<file path="config.mk">
export PLATFORM = sky130hd
export DESIGN_NAME = round_referee
export DESIGN_NICKNAME = d
export VERILOG_FILES = /design/src/rtl/round_referee.sv
export SDC_FILE = /design/constraint.sdc
export NUM_CORES = 1
export LEC_CHECK = 0
export ABC_AREA = 1
export ABC_CLOCK_PERIOD_IN_PS = 1600
export BUFFER_PORTS_ARGS = -buffer_cell sky130_fd_sc_hd__buf_4
export CORE_AREA = 2 2 80 82
export DETAILED_ROUTE_END_ITERATION = 10
export DIE_AREA = 0 0 82 84
export SLEW_MARGIN = 20
export SYNTH_ARGS = -nofsm -noshare
export SYNTH_HDL_FRONTEND = slang
export SYNTH_SLANG_ARGS = --single-unit
</file>
<file path="constraint.sdc">
create_clock -name clk -period 1.6 [get_ports clk]
set_clock_uncertainty 0.2 [all_clocks]
set_input_delay 0.16 -clock clk [delete_from_list [all_inputs] [get_ports clk]]
set_output_delay 0.16 -clock clk [all_outputs]
set_load 0.005 [all_outputs]
</file>
<file path="src/rtl/round_referee.sv">
// -----------------------------------------------------------------------------
// round_referee
//
// Reaction-game round controller. Synchronizes the two raw push buttons, waits
// a pseudo-random delay before lighting the lamp, then reports which player
// pushed first and whether the push was legal (lamp on) or a jump-the-light
// (lamp off). A hold-off period follows each reported round. No new round is
// launched while the scorer reports a finished game.
//
// Parameters:
//   MIN_WAIT    minimum WAIT length in cycles before the lamp lights
//   RAND_SHIFT  left shift applied to the LFSR sample added to MIN_WAIT
//   HOLDOFF     HOLD length after a reported round
//   LIGHT_MAX   lamp timeout in cycles (timeout build only)
//   CNT_W       width of the shared delay counter
//
// Ports:
//   clk        in   system clock
//   rst        in   asynchronous active-low reset
//   pbl        in   raw left push button, asynchronous, active-high
//   pbr        in   raw right push button, asynchronous, active-high
//   game_over  in   scorer shows a win; blocks new rounds
//   winrnd     out  one-cycle pulse: a round result is valid
//   right      out  1 = right player pushed first (valid with winrnd)
//   leds_on    out  lamp; during winrnd, the lamp state at push time
//   tie        out  both pushes seen in the same cycle (only with winrnd)
//
// Build option:
//   REFEREE_TIMEOUT_EN  when defined, an unanswered lamp is voided after
//                       LIGHT_MAX cycles and a fresh round starts.
// -----------------------------------------------------------------------------
module round_referee #(
   parameter int MIN_WAIT   = 16,
   parameter int RAND_SHIFT = 2,
   parameter int HOLDOFF    = 64,
   parameter int LIGHT_MAX  = 1024,
   parameter int CNT_W      = 16
) (
   input  logic clk,
   input  logic rst,
   input  logic pbl,
   input  logic pbr,
   input  logic game_over,
   output logic winrnd,
   output logic right,
   output logic leds_on,
   output logic tie
);

   typedef enum logic [2:0] {
      S_IDLE,
      S_WAIT,
      S_LIGHT,
      S_REPORT,
      S_HOLD
   } state_t;

   localparam logic [CNT_W-1:0] LP_MIN_WAIT   = CNT_W'(MIN_WAIT);
   localparam logic [CNT_W-1:0] LP_HOLDOFF    = CNT_W'(HOLDOFF);
   localparam logic [CNT_W-1:0] LP_LIGHT_LAST = CNT_W'(LIGHT_MAX - 1);
   localparam logic [CNT_W-1:0] LP_ONE        = CNT_W'(1);

   // Button front end
   logic r_pbl_s1, r_pbl_s2, r_pbl_prev, r_pl;
   logic r_pbr_s1, r_pbr_s2, r_pbr_prev, r_pr;

   // Random source
   logic [7:0]       r_lfsr;
   logic             w_lfsr_fb;
   logic [CNT_W-1:0] w_wait_load;

   // FSM state and registered outputs
   state_t           r_state, w_state_nxt;
   logic [CNT_W-1:0] r_cnt, w_cnt_nxt;
   logic             r_winrnd, w_winrnd_nxt;
   logic             r_right, w_right_nxt;
   logic             r_leds_on, w_leds_on_nxt;
   logic             r_tie, w_tie_nxt;
   logic             w_push;

   // Two-flop synchronizer, previous-value stage, then a registered rising
   // edge flag. A held button produces exactly one r_pl / r_pr pulse.
   always_ff @(posedge clk or negedge rst) begin
      if (!rst) begin
         r_pbl_s1   <= 1'b0;
         r_pbl_s2   <= 1'b0;
         r_pbl_prev <= 1'b0;
         r_pl       <= 1'b0;
         r_pbr_s1   <= 1'b0;
         r_pbr_s2   <= 1'b0;
         r_pbr_prev <= 1'b0;
         r_pr       <= 1'b0;
      end else begin
         // NOTE: non-blocking assignments let every flop sample the value from
         // before the edge, so the synchronizer chain shifts by one stage per clock.
         r_pbl_s1   <= pbl;
         r_pbl_s2   <= r_pbl_s1;
         r_pbl_prev <= r_pbl_s2;
         r_pl       <= r_pbl_s2 & ~r_pbl_prev;
         r_pbr_s1   <= pbr;
         r_pbr_s2   <= r_pbr_s1;
         r_pbr_prev <= r_pbr_s2;
         r_pr       <= r_pbr_s2 & ~r_pbr_prev;
      end
   end

   // 8-bit Fibonacci LFSR, x^8+x^6+x^5+x^4+1. Seeded non-zero, so it never
   // locks up at 0.
   assign w_lfsr_fb = r_lfsr[7] ^ r_lfsr[5] ^ r_lfsr[4] ^ r_lfsr[3];

   always_ff @(posedge clk or negedge rst) begin
      if (!rst) begin
         r_lfsr <= 8'hA5;
      end else begin
         r_lfsr <= {r_lfsr[6:0], w_lfsr_fb};
      end
   end

   assign w_wait_load = LP_MIN_WAIT + (CNT_W'(r_lfsr) << RAND_SHIFT);
   assign w_push      = r_pl | r_pr;

   always_ff @(posedge clk or negedge rst) begin
      if (!rst) begin
         r_state   <= S_IDLE;
         r_cnt     <= '0;
         r_winrnd  <= 1'b0;
         r_right   <= 1'b0;
         r_leds_on <= 1'b0;
         r_tie     <= 1'b0;
      end else begin
         r_state   <= w_state_nxt;
         r_cnt     <= w_cnt_nxt;
         r_winrnd  <= w_winrnd_nxt;
         r_right   <= w_right_nxt;
         r_leds_on <= w_leds_on_nxt;
         r_tie     <= w_tie_nxt;
      end
   end

   // Outputs are decoded from the transition being taken, so they change on
   // the same edge as the state they belong to.
   always_comb begin
      // NOTE: every signal gets a default before the case statement; a path
      // that leaves one unassigned would infer a latch.
      w_state_nxt   = r_state;
      w_cnt_nxt     = r_cnt;
      w_winrnd_nxt  = 1'b0;
      w_tie_nxt     = 1'b0;
      w_right_nxt   = r_right;
      w_leds_on_nxt = 1'b0;

      case (r_state)
         S_IDLE: begin
            if (!r_pbl_s2 && !r_pbr_s2 && !game_over) begin
               w_state_nxt = S_WAIT;
               w_cnt_nxt   = w_wait_load;
            end
         end

         S_WAIT: begin
            // A push on the very cycle the delay expires still counts as a
            // jump-the-light: the push check has priority.
            if (w_push) begin
               w_state_nxt  = S_REPORT;
               w_winrnd_nxt = 1'b1;
               w_tie_nxt    = r_pl & r_pr;
               w_right_nxt  = r_pr & ~r_pl;
            end else if (r_cnt == '0) begin
               w_state_nxt   = S_LIGHT;
               w_leds_on_nxt = 1'b1;
               w_cnt_nxt     = '0;
            end else begin
               w_cnt_nxt = r_cnt - LP_ONE;
            end
         end

         S_LIGHT: begin
            w_leds_on_nxt = 1'b1;
            // The count stops at LIGHT_MAX-1 so a long wait never wraps it.
            if (r_cnt != LP_LIGHT_LAST) begin
               w_cnt_nxt = r_cnt + LP_ONE;
            end
            if (w_push) begin
               w_state_nxt  = S_REPORT;
               w_winrnd_nxt = 1'b1;
               w_tie_nxt    = r_pl & r_pr;
               w_right_nxt  = r_pr & ~r_pl;
            end
`ifdef REFEREE_TIMEOUT_EN
            else if (r_cnt == LP_LIGHT_LAST) begin
               // Nobody answered the lamp: void the round without a report.
               w_state_nxt   = S_IDLE;
               w_leds_on_nxt = 1'b0;
               w_cnt_nxt     = '0;
            end
`endif
         end

         S_REPORT: begin
            w_state_nxt = S_HOLD;
            w_cnt_nxt   = LP_HOLDOFF;
         end

         S_HOLD: begin
            if (r_cnt == '0) begin
               w_state_nxt = S_IDLE;
            end else begin
               w_cnt_nxt = r_cnt - LP_ONE;
            end
         end

         default: begin
            w_state_nxt = S_IDLE;
            w_cnt_nxt   = '0;
         end
      endcase
   end

   assign winrnd  = r_winrnd;
   assign right   = r_right;
   assign leds_on = r_leds_on;
   assign tie     = r_tie;

endmodule

</file>
==> impl_metrics.csv <==
group,metric,value,unit
pwr,combPwrFrac,2.8,%
pwr,ir_drop,329,uV
logic_synthesis,avgSynthCellArea,6.93,um2
logic_synthesis,ys.warnings.count,0,
setup_path,critical_path.slowest_cell,"dfrtp_1",
clock_network,cts.reportedPaths.clkPinSlew,0.09,ns
pwr,p_sw,0.431,mW
setup_path,cp_top_family,"simple AND/OR/NAND/NOR gates",
sta,rsz0062_at_grt,"yes",
setup_path,r2r-end,"r_cnt[4]$_DFFE_PN0P_",
setup_path,crit_path_max_fanout,6,
setup_path,start_kind,"flop",
setup_path,r2r_slack,-0.24,ns
routing,avgRoutedWirePerCell,13.7,um
run,drv_cap,0,
hold_path,hold_path_class,"flop to flop",
placed_design,dpl.hpwl,5170,um
logic_synthesis,syn_nets,386,
setup_path,rr_worst_depth,9,
sta,max_freq,0.543,GHz
sta,fin_ws,-0.241,ns
floorplan,die_area,6890,um2
grt,grt_pass1_wl,12400,um
floorplan,initial_core_util,42.9,%
sta,holdWs,0.150,ns
sta,slew_violations,0,
layout,drive_gt1_share,40.6,%
pwr,power_frac_seq,50.9,%
pwr,clkPwrFrac,46.3,%
setup_path,required,1.59,ns
setup_path,startpoint,"r_cnt[0]$_DFFE_PN0P_",
setup_path,end_kind,"flop",
routing,drt-pass1-iter-count,5,
status,violations,"setup timing",
setup_path,crit_arrival,1.83,ns
grt,overflow,0,
setup_path,slowest_delay,0.43,ns
pwr,p_int,1.53,mW
layout,area_growth,45.2,%
floorplan,rows,29,
placed_design,placed_cells,526,
sta,hold_viol_final,0,
layout,final_common_cell,"nand2_1",
clock_network,cts-root-buf,"clkbuf_8",
pwr,switching_share,22.0,%
setup_path,worstPathBufferInverterCount,2,
routing,vias,2721,
sta,worst_slew_pin_slew,0.495,ns
grt,grt_pass1_vias,2737,
floorplan,fp.dieH,84,um
floorplan,ios,9,
hold_path,min_from,"r_pbr_s1$_DFF_PN0_",
layout,instances_no_fill,545,
pwr,power.density,517,nW/um2
logic_synthesis,syn_inst,377,
floorplan,die_x,82,um
routing,postRouteAntennaNets,0,
clock_network,cts_tree,"done",
sta,setup_viol,23,
floorplan,coreArea,6100,um2
setup_path,crit_path_cell_trace,"inv_2 > ha_4 > nand2_4 > nor2_2 > nand3_2 > nand3_4 > clkinvlp_4 > nand2_2 > nand2_1",
layout,n_antenna_cell,0,
sta,slew_headroom,67.0,%
clock_network,cts_max_path_buffers,2,
logic_synthesis,yosysUniqueCellTypes,27,
logic_synthesis,seq_area_frac_synth,37.5,%
layout,fillerInstances,530,
logic_synthesis,ys_ff_latch,39,
pwr,power.leakage,1.91,nW
setup_path,r2r-start,"r_cnt[0]$_DFFE_PN0P_",
layout,final_cell_mix,"nand2_1, buf_4, nand3_1",
grt,grt_max_degree,40,
routing,vias_per_cell,4.99,
grt,antenna_found_initial,0,
layout,nNetsFinal,476,
hold_path,min_to,"r_pbr_s2$_DFF_PN0_",
grt,grt_use_total,23.6,%
routing,wl,7490,um
clock_network,clkSinkCount,39,
routing,drt-initial-drc-count,191,
routing,drc,0,
setup_path,crit_type,"flop to flop",
clock_network,cts_made_buffers,5,
logic_synthesis,synth_area,2610,um2
status,status,"complete, but fails checks",
clock_network,clock_latency,0.31,ns
sta,final.min_clock_period,1.84,ns
hold_path,min_path_cells,0,
sta,period_share,115,%
placed_design,portBuffers,8,
placed_design,gp_congestion,0.893,
clock_network,h-tree-depth,2,
[cell type report]
cell class,instances,area [um2],share of cell area (%)
multi-input combinational,290,1710,45.0
clock buffer,6,82.6,2.18
timing repair inverter,1,7.51,0.198
clock inverter,2,38.8,1.02
timing repair buffer,94,729,19.2
inverter,36,143,3.76
tap,77,96.3,2.54
sequential,39,990,26.1
[worst reg2reg max path: cells and delay by family, from the launching register on]
kind	cells	cell delay, ns
buffers and inverters	2	0.32
adders and majority gates	1	0.14
and+or+nand+nor	6	0.64
DFF	1	0.43
[layer usage]
metal,track usage (%),part of all wire [%],up-vias
li1,-,-,1377
met1,30.3,43,1274
met2,38.3,51,55
met3,3.68,4.0,15
met4,10.8,2.5,0
met5,0,0,-
[registers in the layout, indices dropped and copies added (netlist names)]
name / count
r_pbl_s1: 1
r_state: 3
leds_on: 1
r_pl: 1
r_cnt: 16
r_pbl_prev: 1
r_pr: 1
winrnd: 1
r_pbr_s2: 1
r_pbr_s1: 1
r_pbl_s2: 1
r_pbr_prev: 1
right: 1
tie: 1
r_lfsr: 8
[power groups by stage]
stage / clock network [mW] / registers [mW] / logic, mW
5_1_grt: 0.964 / 1.00 / 0.0627
6_report: 0.909 / 1.00 / 0.0541
3_5_place_dp: 0 / 1.02 / 0.0490
2_1_floorplan: 0 / 1.02 / 0.00720
4_1_cts: 0.924 / 1.00 / 0.0553
3_3_place_gp: 0 / 1.02 / 0.0480
[kinds of logic after synthesis]
group                      share of synthesized area (%)
and+or+nand+nor                                     43.2
buffers and inverters                               9.63
DFF                                                 37.5
AOI/OAI and AO/OA                                   4.74
xor gates and xnor gates                            3.02
adders and majority gates                           1.92
[worst max path at each step]
stage / endpoint / slack [ns] / depth (start not counted)
CTS: r_cnt[4]$_DFFE_PN0P_ / -0.21 / 12
detailed placement: r_cnt[11]$_DFFE_PN0P_ / -0.26 / 10
global placement: r_cnt[13]$_DFFE_PN0P_ / -0.25 / 10
global route: r_cnt[10]$_DFFE_PN0P_ / -0.31 / 11
floorplan: r_cnt[3]$_DFFE_PN0P_ / -0.04 / 12
finish: r_cnt[4]$_DFFE_PN0P_ / -0.24 / 9
[timing repair]
| action | 4_1_cts | 5_1_grt |
|---|---|---|
| gates resized for setup | 37 | 43 |
| endpoints found under the setup margin | 21 | 23 |
| hold buffers | 3 | 0 |
| endpoints found under the hold margin | 41 | 0 |
| setup buffers | 1 | 5 |
| gates cloned | 3 | 0 |
| pin swaps | 12 | 21 |
[Yosys cell counts, drive strengths merged]
cell / instances / area share [%]
nand3: 52 / 10
a31o: 1 / 0.34
a21oi: 8 / 1.5
o31ai: 1 / 0.29
o211ai: 1 / 0.29
xor2: 4 / 1.3
o21ai: 9 / 1.7
xnor2: 5 / 1.7
dfstp: 4 / 4.0
buf: 13 / 4.5
o21bai: 2 / 0.57
or2: 3 / 0.72
ha: 4 / 1.9
nor3: 6 / 2.4
nand4: 4 / 0.96
nand2: 135 / 20
nor2: 54 / 8.3
dfrtp: 35 / 34
inv: 36 / 5.2
[through the flow]
stage	cell area (um2)	setup TNS (ns)	setup slack (ns)	utilization (%)	power [mW]
3_3_place_gp	3290	-3.67	-0.249	54.0	1.07
5_1_grt	3790	-5.75	-0.311	62.2	2.03
2_1_floorplan	2690	-0.468	-0.0420	-	1.03
6_report	3790	-3.85	-0.241	62.2	1.96
3_5_place_dp	3290	-3.97	-0.265	54.0	1.07
4_1_cts	3610	-3.62	-0.214	59.2	1.98
Power figures use the tool's default switching activity.
